**config.mk**
```make
export PLATFORM = sky130hd
export DESIGN_NAME = sa_result_drain
export DESIGN_NICKNAME = d
export VERILOG_FILES = /design/src/rtl/sa_result_drain.sv
export SDC_FILE = /design/constraint.sdc
export NUM_CORES = 1
export LEC_CHECK = 0
export ABC_AREA = 1
export CORE_UTILIZATION = 60
export CTS_CLUSTER_DIAMETER = 50
export DETAILED_ROUTE_END_ITERATION = 8
export DONT_BUFFER_PORTS = 1
export HOLD_SLACK_MARGIN = 0.12
export PLACE_DENSITY_LB_ADDON = 0.3
export SYNTH_ARGS = -nofsm -noshare
export SYNTH_HDL_FRONTEND = slang
export SYNTH_SLANG_ARGS = --single-unit
export TNS_END_PERCENT = 1
```
**constraint.sdc**
```tcl
create_clock -name clk -period 4.4 [get_ports clk]
set_input_delay 0.88 -clock clk [delete_from_list [all_inputs] [get_ports clk]]
set_output_delay 0.88 -clock clk [all_outputs]
set_load 0.005 [all_outputs]
```
**src/rtl/sa_result_drain.sv**
```systemverilog
// Systolic-array result drain: two-bank row capture, one element per cycle out.
// A bank is refilled while the other drains, so sustained rows stream without bubbles.

module sa_drain_lane #(
  parameter int DATA_WIDTH = 16
) (
  input  logic                  clk,
  input  logic                  reset,
  input  logic                  wr_en_i,
  input  logic                  wr_bank_i,
  input  logic [DATA_WIDTH-1:0] wr_data_i,
  input  logic                  rd_bank_i,
  output logic [DATA_WIDTH-1:0] rd_data_o
);
  logic [1:0][DATA_WIDTH-1:0] bank_q;

  always_ff @(posedge clk) begin
    if (reset)        bank_q            <= '0;
    else if (wr_en_i) bank_q[wr_bank_i] <= wr_data_i;
  end

  assign rd_data_o = bank_q[rd_bank_i];
endmodule

module sa_result_drain #(
  parameter int DATA_WIDTH = 16,
  parameter int N          = 4,
  localparam int IDX_W     = $clog2(N)
) (
  input  logic                    clk,
  input  logic                    reset,
  input  logic                    cap_valid_i,
  input  logic [N*DATA_WIDTH-1:0] cap_data_i,
  output logic                    cap_ready_o,
  output logic                    out_valid_o,
  output logic [DATA_WIDTH-1:0]   out_data_o,
  output logic [IDX_W-1:0]        out_idx_o,
  output logic                    out_last_o,
  input  logic                    out_ready_i,
  output logic                    overflow_o
);
  typedef enum logic [1:0] {EMPTY, ONE, FULL} occ_e;

  occ_e             state_q, state_d;
  logic             wp_q, wp_d, rp_q, rp_d;
  logic [IDX_W-1:0] idx_q, idx_d;
  logic             overflow_q, overflow_d;

  logic [N-1:0][DATA_WIDTH-1:0] lane_rd;
  logic cap_fire, pop, last_pop, at_last;

  assign cap_ready_o = (state_q != FULL);
  assign out_valid_o = (state_q != EMPTY);
  assign at_last     = (idx_q == IDX_W'(N-1));
  assign cap_fire    = cap_valid_i && cap_ready_o;
  assign pop         = out_valid_o && out_ready_i;
  assign last_pop    = pop && at_last;

  for (genvar i = 0; i < N; i++) begin : g_lane
    sa_drain_lane #(.DATA_WIDTH(DATA_WIDTH)) u_lane (
      .clk       (clk),
      .reset     (reset),
      .wr_en_i   (cap_fire),
      .wr_bank_i (wp_q),
      .wr_data_i (cap_data_i[i*DATA_WIDTH +: DATA_WIDTH]),
      .rd_bank_i (rp_q),
      .rd_data_o (lane_rd[i])
    );
  end

  // Outputs are forced to zero when nothing is buffered so stale bank data never leaks.
  assign out_data_o = out_valid_o ? lane_rd[idx_q] : '0;
  assign out_idx_o  = out_valid_o ? idx_q : '0;
  assign out_last_o = out_valid_o && at_last;
  assign overflow_o = overflow_q;

  always_comb begin
    state_d    = state_q;
    wp_d       = wp_q ^ cap_fire;
    rp_d       = rp_q ^ last_pop;
    idx_d      = idx_q;
    overflow_d = overflow_q | (cap_valid_i && !cap_ready_o);
    if (pop) idx_d = at_last ? '0 : idx_q + 1'b1;
    case (state_q)
      EMPTY:   if (cap_fire) state_d = ONE;
      ONE: begin
        if (cap_fire && !last_pop)      state_d = FULL;
        else if (!cap_fire && last_pop) state_d = EMPTY;
      end
      FULL:    if (last_pop) state_d = ONE;
      default: state_d = EMPTY;
    endcase
  end

  always_ff @(posedge clk) begin
    if (reset) begin
      state_q    <= EMPTY;
      wp_q       <= 1'b0;
      rp_q       <= 1'b0;
      idx_q      <= '0;
      overflow_q <= 1'b0;
    end else begin
      state_q    <= state_d;
      wp_q       <= wp_d;
      rp_q       <= rp_d;
      idx_q      <= idx_d;
      overflow_q <= overflow_d;
    end
  end
endmodule

```
==> summary.md, run 1 <==
| Metric | Value |
|---|---|
| Final Hold Vio Count | `0` |
| R2r startpoint | `state_q[0]` |
| Die Width | `102 um` |
| Initial antenna violation count | `0` |
| Drt pass-1 iters | `6` |
| Largest net degree at the start of global routing | `134` |
| Final Max Slew Viols | `0` |
| Max Freq | `322 MHz` |
| Warnings from Yosys | `0` |
| Max-slew headroom | `about a fifth` |
| Finished Cell Area | `6550 um^2` |
| Placed instance area | `5910 um^2` |
| Post-Synthesis Cells | `about 900` |
| Cell variety after synth | `20` |
| Combinational Power Share | `12.8%` |
| Setup violations, final | `0` |
| H-tree levels | `4` |
| DR DRC count | `0` |
| Syn nets | `975` |
| Number of hold buffers added after CTS | `0` |
| Multi-input logic area | `approximately 2900 um^2` |
| Std cell rows | `36` |
| Max-cap viol count | `0` |
| Met3 wire length | `1.52 mm` |
| CP Class | `flop to output port` |
| PwrDens | `518 nW/um^2` |
| Worst reg2reg path depth | `6` |
| Total GRT Usage | `32.9%` |
| Final net count | `940` |
| Final Skew | `0.00603 ns` |
| Die Span Y | `102 um` |
| Num CTS Buffers | `17` |
| Worst slew pin tran | `1.21 ns` |
| Via/cell ratio | `5.62` |
| Pre-CTS setup slack | `1.76 ns` |
| Sequential power share | `41.6%` |
| Synthesized area per cell | `6.66 um^2` |
| Antenna cell count | `0` |
| # resized after CTS | `0` |
| Reg-to-Reg End | `g_lane[1].u_lane.bank_q[24]` |
| Final worst-path cycle share | `a little over two thirds` |
| CORE AREA | `9730 um^2` |
| Critical path required time | `3.52 ns` |
| Total area of sequential cells | `between 2000 and 3000 um^2` |
| Die ar. | `~10000 um^2` |
| Area Growth Syn to Fin | `8.88%` |
| 1st-iter DRT viols | `443` |
| Final wirelength | `16.4 mm` |
| Net Sw Power | `between 0.8 and 0.9 mW` |
| CP max FO | `35` |
| Setup TNS | `0 ns` |
| R2R setup slack | `2.03 ns` |
| Post-CTS Setup Repair Bufs | `0` |
| Critical Path Start Type | `flop` |
| CP arrival | `between 2 and 2.5 ns` |
| Worst setup path startpoint | `idx_q[0]` |
| CTS sink count | `135` |
| Final min period | `3.10 ns` |
| Vias | `5690` |
| Worst skew pair latency | `0.54 ns` |
| Clk pwr share | `45.6%` |
| Post-synthesis sequential area ratio | `44.9%` |
| Final antenna-violating net count | `0` |
| Internal Power | `2.51 mW` |
| Routability cong. | `roughly 0.84` |
| Met1 wire length | `6.54 mm` |
| Max layer used | `met4` |
| Mapped cell area | `6020 um^2` |
| Ports | `90` |
| Fillers | `~860` |
| Clock Tree Buf Depth | `2` |
| Seq cells post-synth | `approximately 140` |
| Met2 routed WL | `7.66 mm` |
| RSZ-0062 raised after global routing | `no` |
| Global-route wire length before repair | `between 20 and 30 mm` |
| Worst Setup End Kind | `output port` |
| TritonCTS clock tree | `done` |
| Grt total ovfl | `0` |
| Switching Fraction | `26.0%` |
| Top cells by area, synth | `dfxtp_1 (45%), nor2_1 (24%), o21ai_0 (12%), nand2_1 (5.6%), o21ai_1 (3.7%)` |
| Post-DP HPWL | `9.88 mm` |
| Port-buffer cells | `0` |
| Area leader, netlist | `dfxtp_1` |
| Worst setup margin | `1.30 ns` |
| VDD IR-drop max | `0.357 mV` |
| DR WL/cell | `16.1 um` |
| Final Util | `67.3%` |
| Leak pwr | `2.96 nW` |
| Number of global-route vias before repair | `5307` |
| Worst setup path end | `out_data_o[3]` |
| Starting Density | `approximately 62%` |
| Yosys top cell area share | `44.9%` |
| HP Class | `primary input to flop` |
| Reg clk slew, reported paths | `0.06 ns` |
| Status | `complete, no violations` |
| Root Driver | `clkbuf_8` |
| Layout cells sized above 1 | `5.80%` |
synthesized netlist by cell type:
library cell / instances
ha_1: 4
inv_2: 6
clkbuf_1: 18
nand2_1: 89
nand2_2: 1
buf_6: 8
nand3_1: 3
nand3_2: 1
nor2_1: 391
clkbuf_2: 1
buf_1: 1
nor2_4: 3
buf_2: 34
a21oi_1: 5
buf_4: 1
o21a_1: 1
inv_1: 7
dfxtp_1: 135
o21ai_0: 150
o21ai_1: 44
registers in the layout, summed over array words and instances (netlist names):
signal                flops
g_lane.u_lane.bank_q    128
wp_q                      1
overflow_o                1
idx_q                     2
state_q                   2
rp_q                      1
final cells by class:
| class | count | share of cell area [%] |
|---|---|---|
| inverter | 13 | 0.745 |
| clock inverter | 9 | 2.60 |
| tap | 133 | 2.54 |
| sequential | 135 | 41.3 |
| multi-input combinational | 692 | 44.6 |
| clock buffer | 22 | 7.22 |
| timing repair buffer | 9 | 1.03 |
how the worst min path moves through the flow:
stage               cells after the start                           to                   startpoint  slack, ns
finish                                  1                         wp_q                        reset       0.40
global route                            1                         wp_q                        reset       0.39
CTS                                     1                         wp_q                        reset       0.39
detailed placement                      2  g_lane[2].u_lane.bank_q[26]  g_lane[2].u_lane.bank_q[26]       0.48
global placement                        2  g_lane[2].u_lane.bank_q[18]  g_lane[2].u_lane.bank_q[18]       0.47
floorplan                               2  g_lane[1].u_lane.bank_q[27]  g_lane[1].u_lane.bank_q[27]       0.46
power groups by stage:
stage / Combinational (mW) / Sequential (mW) / Clock, mW
after floorplan: 0.341 / 1.41 / 0
after global placement: 0.412 / 1.43 / 0
after detailed placement: 0.424 / 1.43 / 0
after CTS: 0.431 / 1.41 / 1.56
after global routing: 0.490 / 1.42 / 1.61
final: 0.433 / 1.41 / 1.55
per-layer routing:
metal | global-route usage (%) | vias up
li1 | - | 2798
met2 | 53.6 | 259
met1 | 39.1 | 2585
met5 | 0 | -
met4 | 19.6 | 0
met3 | 8.76 | 48
logic make-up after synthesis:
logic type	count (synthesis)	synth area share (%)
fa+ha+maj	4	0.832
flops	135	44.9
simple gates	488	31.0
compound gates	200	16.7
buf+inv	76	6.53
cell usage in the layout, fill, tap and decap left out, drive strengths merged:
cell type / n
o21a: 1
nor2: 394
o21ai: 194
clkbuf: 22
ha: 4
nand3: 4
dfxtp: 135
nand2: 90
a21oi: 5
bufinv: 5
buf: 9
clkinv: 4
inv: 13
per-stage QoR:
step | total power [mW] | instances | hold slack (ns)
after floorplan | 1.75 | 903 | 0.457
after global placement | 1.84 | 982 | 0.473
after detailed placement | 1.86 | 982 | 0.479
after CTS | 3.40 | 1013 | 0.392
after global routing | 3.52 | 1013 | 0.394
final | 3.39 | 1013 | 0.404
critical path, cell delays in order (launching register included):
cell and delay [ns]:
dfxtp_1 0.31, buf_4 0.38, inv_2 0.38, nor2_1 0.18, o21ai_1 0.12, nand2_1 0.13, nand2_1 0.05, nand2_1 0.12
Power figures use the tool's default switching activity.
==> run 2: changes to the inputs <==
- clock period: 4.4 -> 2.93 ns (I/O delays scaled with it)
==> summary.md, run 2 (synthesis gave the netlist of run 1 again) <==
| Metric | Value |
|---|---|
| Largest net degree at the start of global routing | `66 (-51%)` |
| Final Hold Vio Count | `0 (unchanged)` |
| Std cell rows | `36 (unchanged)` |
| CP max FO | `65 (+86%)` |
| Final Max Slew Viols | `0 (unchanged)` |
| Area Growth Syn to Fin | `8.24%` |
| Max FFs per register | `128 (unchanged)` |
| Final worst-path cycle share | `between 90 and 100%` |
| Net Sw Power | `1.32 mW (+50%)` |
| H-tree levels | `4 (unchanged)` |
| Critical path required time | `2.34 ns (-1.18 ns)` |
| Initial antenna violation count | `0 (unchanged)` |
| Starting Density | `61.8% (unchanged)` |
| Max-slew headroom | `16.6% (-2.4 points)` |
| Met2 routed WL | `8.09 mm (+5.6%)` |
| Ports | `90 (unchanged)` |
| DR DRC count | `0 (unchanged)` |
| Final min period | `2.77 ns` |
| Port-buffer cells | `0 (unchanged)` |
| Pre-CTS setup slack | `0.649 ns (-1.11 ns)` |
| Total GRT Usage | `33.4% (+0.46 points)` |
| Most frequent cells in the layout | `nor2_1 (391), o21ai_0 (150), dfxtp_1 (134), nand2_1 (89), o21ai_1 (44)` |
| Slowest Stage Delay on Critical Path | `0.62 ns (+0.24 ns)` |
| Met1 wire length | `6.70 mm (+2.3%)` |
| Routability cong. | `0.825 (-2.3%)` |
| Critical-path cell with the highest stage delay | `buf_4` |
| Worst setup margin | `0.159 ns (-1.14 ns)` |
| Num CTS Buffers | `17 (unchanged)` |
| TritonCTS clock tree | `done` |
| CP dominant cell by count | `nand2_1` |
| Final wirelength | `16.8 mm (+2.7%)` |
| Drt pass-1 iters | `5 (-1)` |
| Switching Fraction | `27.4% (+1.3 points)` |
| Final Util | `66.9% (-0.40 points)` |
| Worst slew pin tran | `1.25 ns (+0.0360 ns)` |
| Final antenna-violating net count | `0 (unchanged)` |
| Power Total | `4.83 mW (+43%)` |
| 1st-iter DRT viols | `502 (+13%)` |
| Worst path cell trace | `buf_4, nor2_1, nor2_1, o21ai_0, nand2_1, nand2_1, nand2_1` |
| Worst Path Buf+Inv | `1 (-1)` |
| Die ar. | `10400 um^2 (unchanged)` |
| Clk pwr share | `42.7% (-2.9 points)` |
| Internal Power | `3.51 mW (+40%)` |
| CP Class | `flop to output port` |
| Final net count | `942 (+0.21%)` |
| CTS sink count | `135 (unchanged)` |
| Clock Tree Buf Depth | `2 (unchanged)` |
| HP Class | `primary input to flop` |
| Post-DP HPWL | `10.1 mm (+2.0%)` |
| Status | `complete, no violations` |
| Die Span Y | `102 um (unchanged)` |
| Met3 wire length | `1.54 mm (+1.2%)` |
| Grt total ovfl | `0 (unchanged)` |
| Placed cell count | `983 (+0.10%)` |
| Worst Setup End Kind | `output port` |
| CP arrival | `2.19 ns (-0.03 ns)` |
| Global-route wire length before repair | `26.3 mm (+1.2%)` |
| Worst skew pair latency | `0.54 ns (about the same)` |
| Critical Path Start Type | `flop` |
| DR WL/cell | `16.5 um (+2.4%)` |
| R2R setup slack | `0.55 ns (-1.48 ns)` |
| Antenna cell count | `0 (unchanged)` |
| Max Freq | `361 MHz` |
| Leak pwr | `2.94 nW (-0.69%)` |
| Die Width | `102 um (unchanged)` |
| Vias | `5761 (+1.2%)` |
| PwrDens | `742 nW/um^2 (+43%)` |
| Most common cell after layout, fill and taps aside | `nor2_1` |
| Setup violations, final | `0 (unchanged)` |
| Via/cell ratio | `5.67 (+0.95%)` |
| Most flops, register | `g_lane.u_lane.bank_q` |
| Layout cells sized above 1 | `5.89% (+0.094 points)` |
| Number of global-route vias before repair | `5465 (+3.0%)` |
| CORE AREA | `9730 um^2 (unchanged)` |
| Final Skew | `0.00789 ns (+0.00186 ns)` |
| Reg clk slew, reported paths | `0.06 ns (about the same)` |
| Sequential power share | `43.7% (+2.1 points)` |
| Top flop regs | `g_lane.u_lane.bank_q x128, idx_q x2, state_q x2` |
| Setup TNS | `0 ns (unchanged)` |
| Max layer used | `met4` |
| Root Driver | `clkbuf_8` |
| # resized after CTS | `0 (unchanged)` |
| Max-cap viol count | `0 (unchanged)` |
| Kind of cell adding the most delay to the critical path | `buffers and inverters` |
| VDD IR-drop max | `0.637 mV (+78%)` |
| RSZ-0062 raised after global routing | `no` |
| Final std cells w/o fill | `1016 (+0.30%)` |
| Combinational Power Share | `13.6% (+0.8 points)` |
run 2: worst register-to-register path: cells and delay by family (launching register included):
kind | cells | cell delay, ns
AND/OR/NAND/NOR | 4 | 0.69
buffers and inverters | 2 | 1.00
flip-flops | 1 | 0.37
adder cells (fa/ha/maj) | 1 | 0.24
run 2: final timing paths:
check	startpoint	endpoint	cells past startpoint
hold reg to reg	g_lane[2].u_lane.bank_q[24]	g_lane[2].u_lane.bank_q[24]	2
setup / recovery	rp_q	out_data_o[7]	7
setup reg to reg	state_q[1]	g_lane[3].u_lane.bank_q[13]	7
hold / removal	cap_data_i[42]	g_lane[2].u_lane.bank_q[10]	2
run 2: per-stage QoR:
| step | area, um^2 | hold slack, ns |
|---|---|---|
| after global placement | 5930 | 0.470 |
| after floorplan | 6020 | 0.457 |
| after CTS | 6510 | 0.176 |
| after detailed placement | 5930 | 0.478 |
| after global routing | 6510 | 0.172 |
| final | 6510 | 0.180 |
run 2: layout make-up:
cell class | instances | area [um^2]
repair buffers | 11 | 97.6
well taps | 133 | 166
clock buffers | 23 | 477
fillers | 892 | 3220
multi-input cells | 692 | 2920
clock inverters | 9 | 97.6
inverters | 13 | 48.8
flip-flops and latches | 135 | 2700
run 2: per-layer routing:
layer	vias up	GRT usage, %
met2	236	56.3
li1	2804	-
met1	2676	37.8
met5	-	0
met4	0	13.0
met3	45	13.3
run 2: repair_timing:
item / in CTS / in global routing
endpoints found under the hold margin: 2 / 0
hold buffers: 1 / 0
buffers inserted: 0 / 0
run 2: power by group through the flow:
| stage | Clock [mW] | Sequential (mW) | Combinational [mW] |
|---|---|---|---|
| after floorplan | 0 | 2.12 | 0.512 |
| after global placement | 0 | 2.14 | 0.620 |
| after detailed placement | 0 | 2.15 | 0.645 |
| after CTS | 2.07 | 2.11 | 0.655 |
| after global routing | 2.17 | 2.13 | 0.744 |
| final | 2.06 | 2.11 | 0.659 |
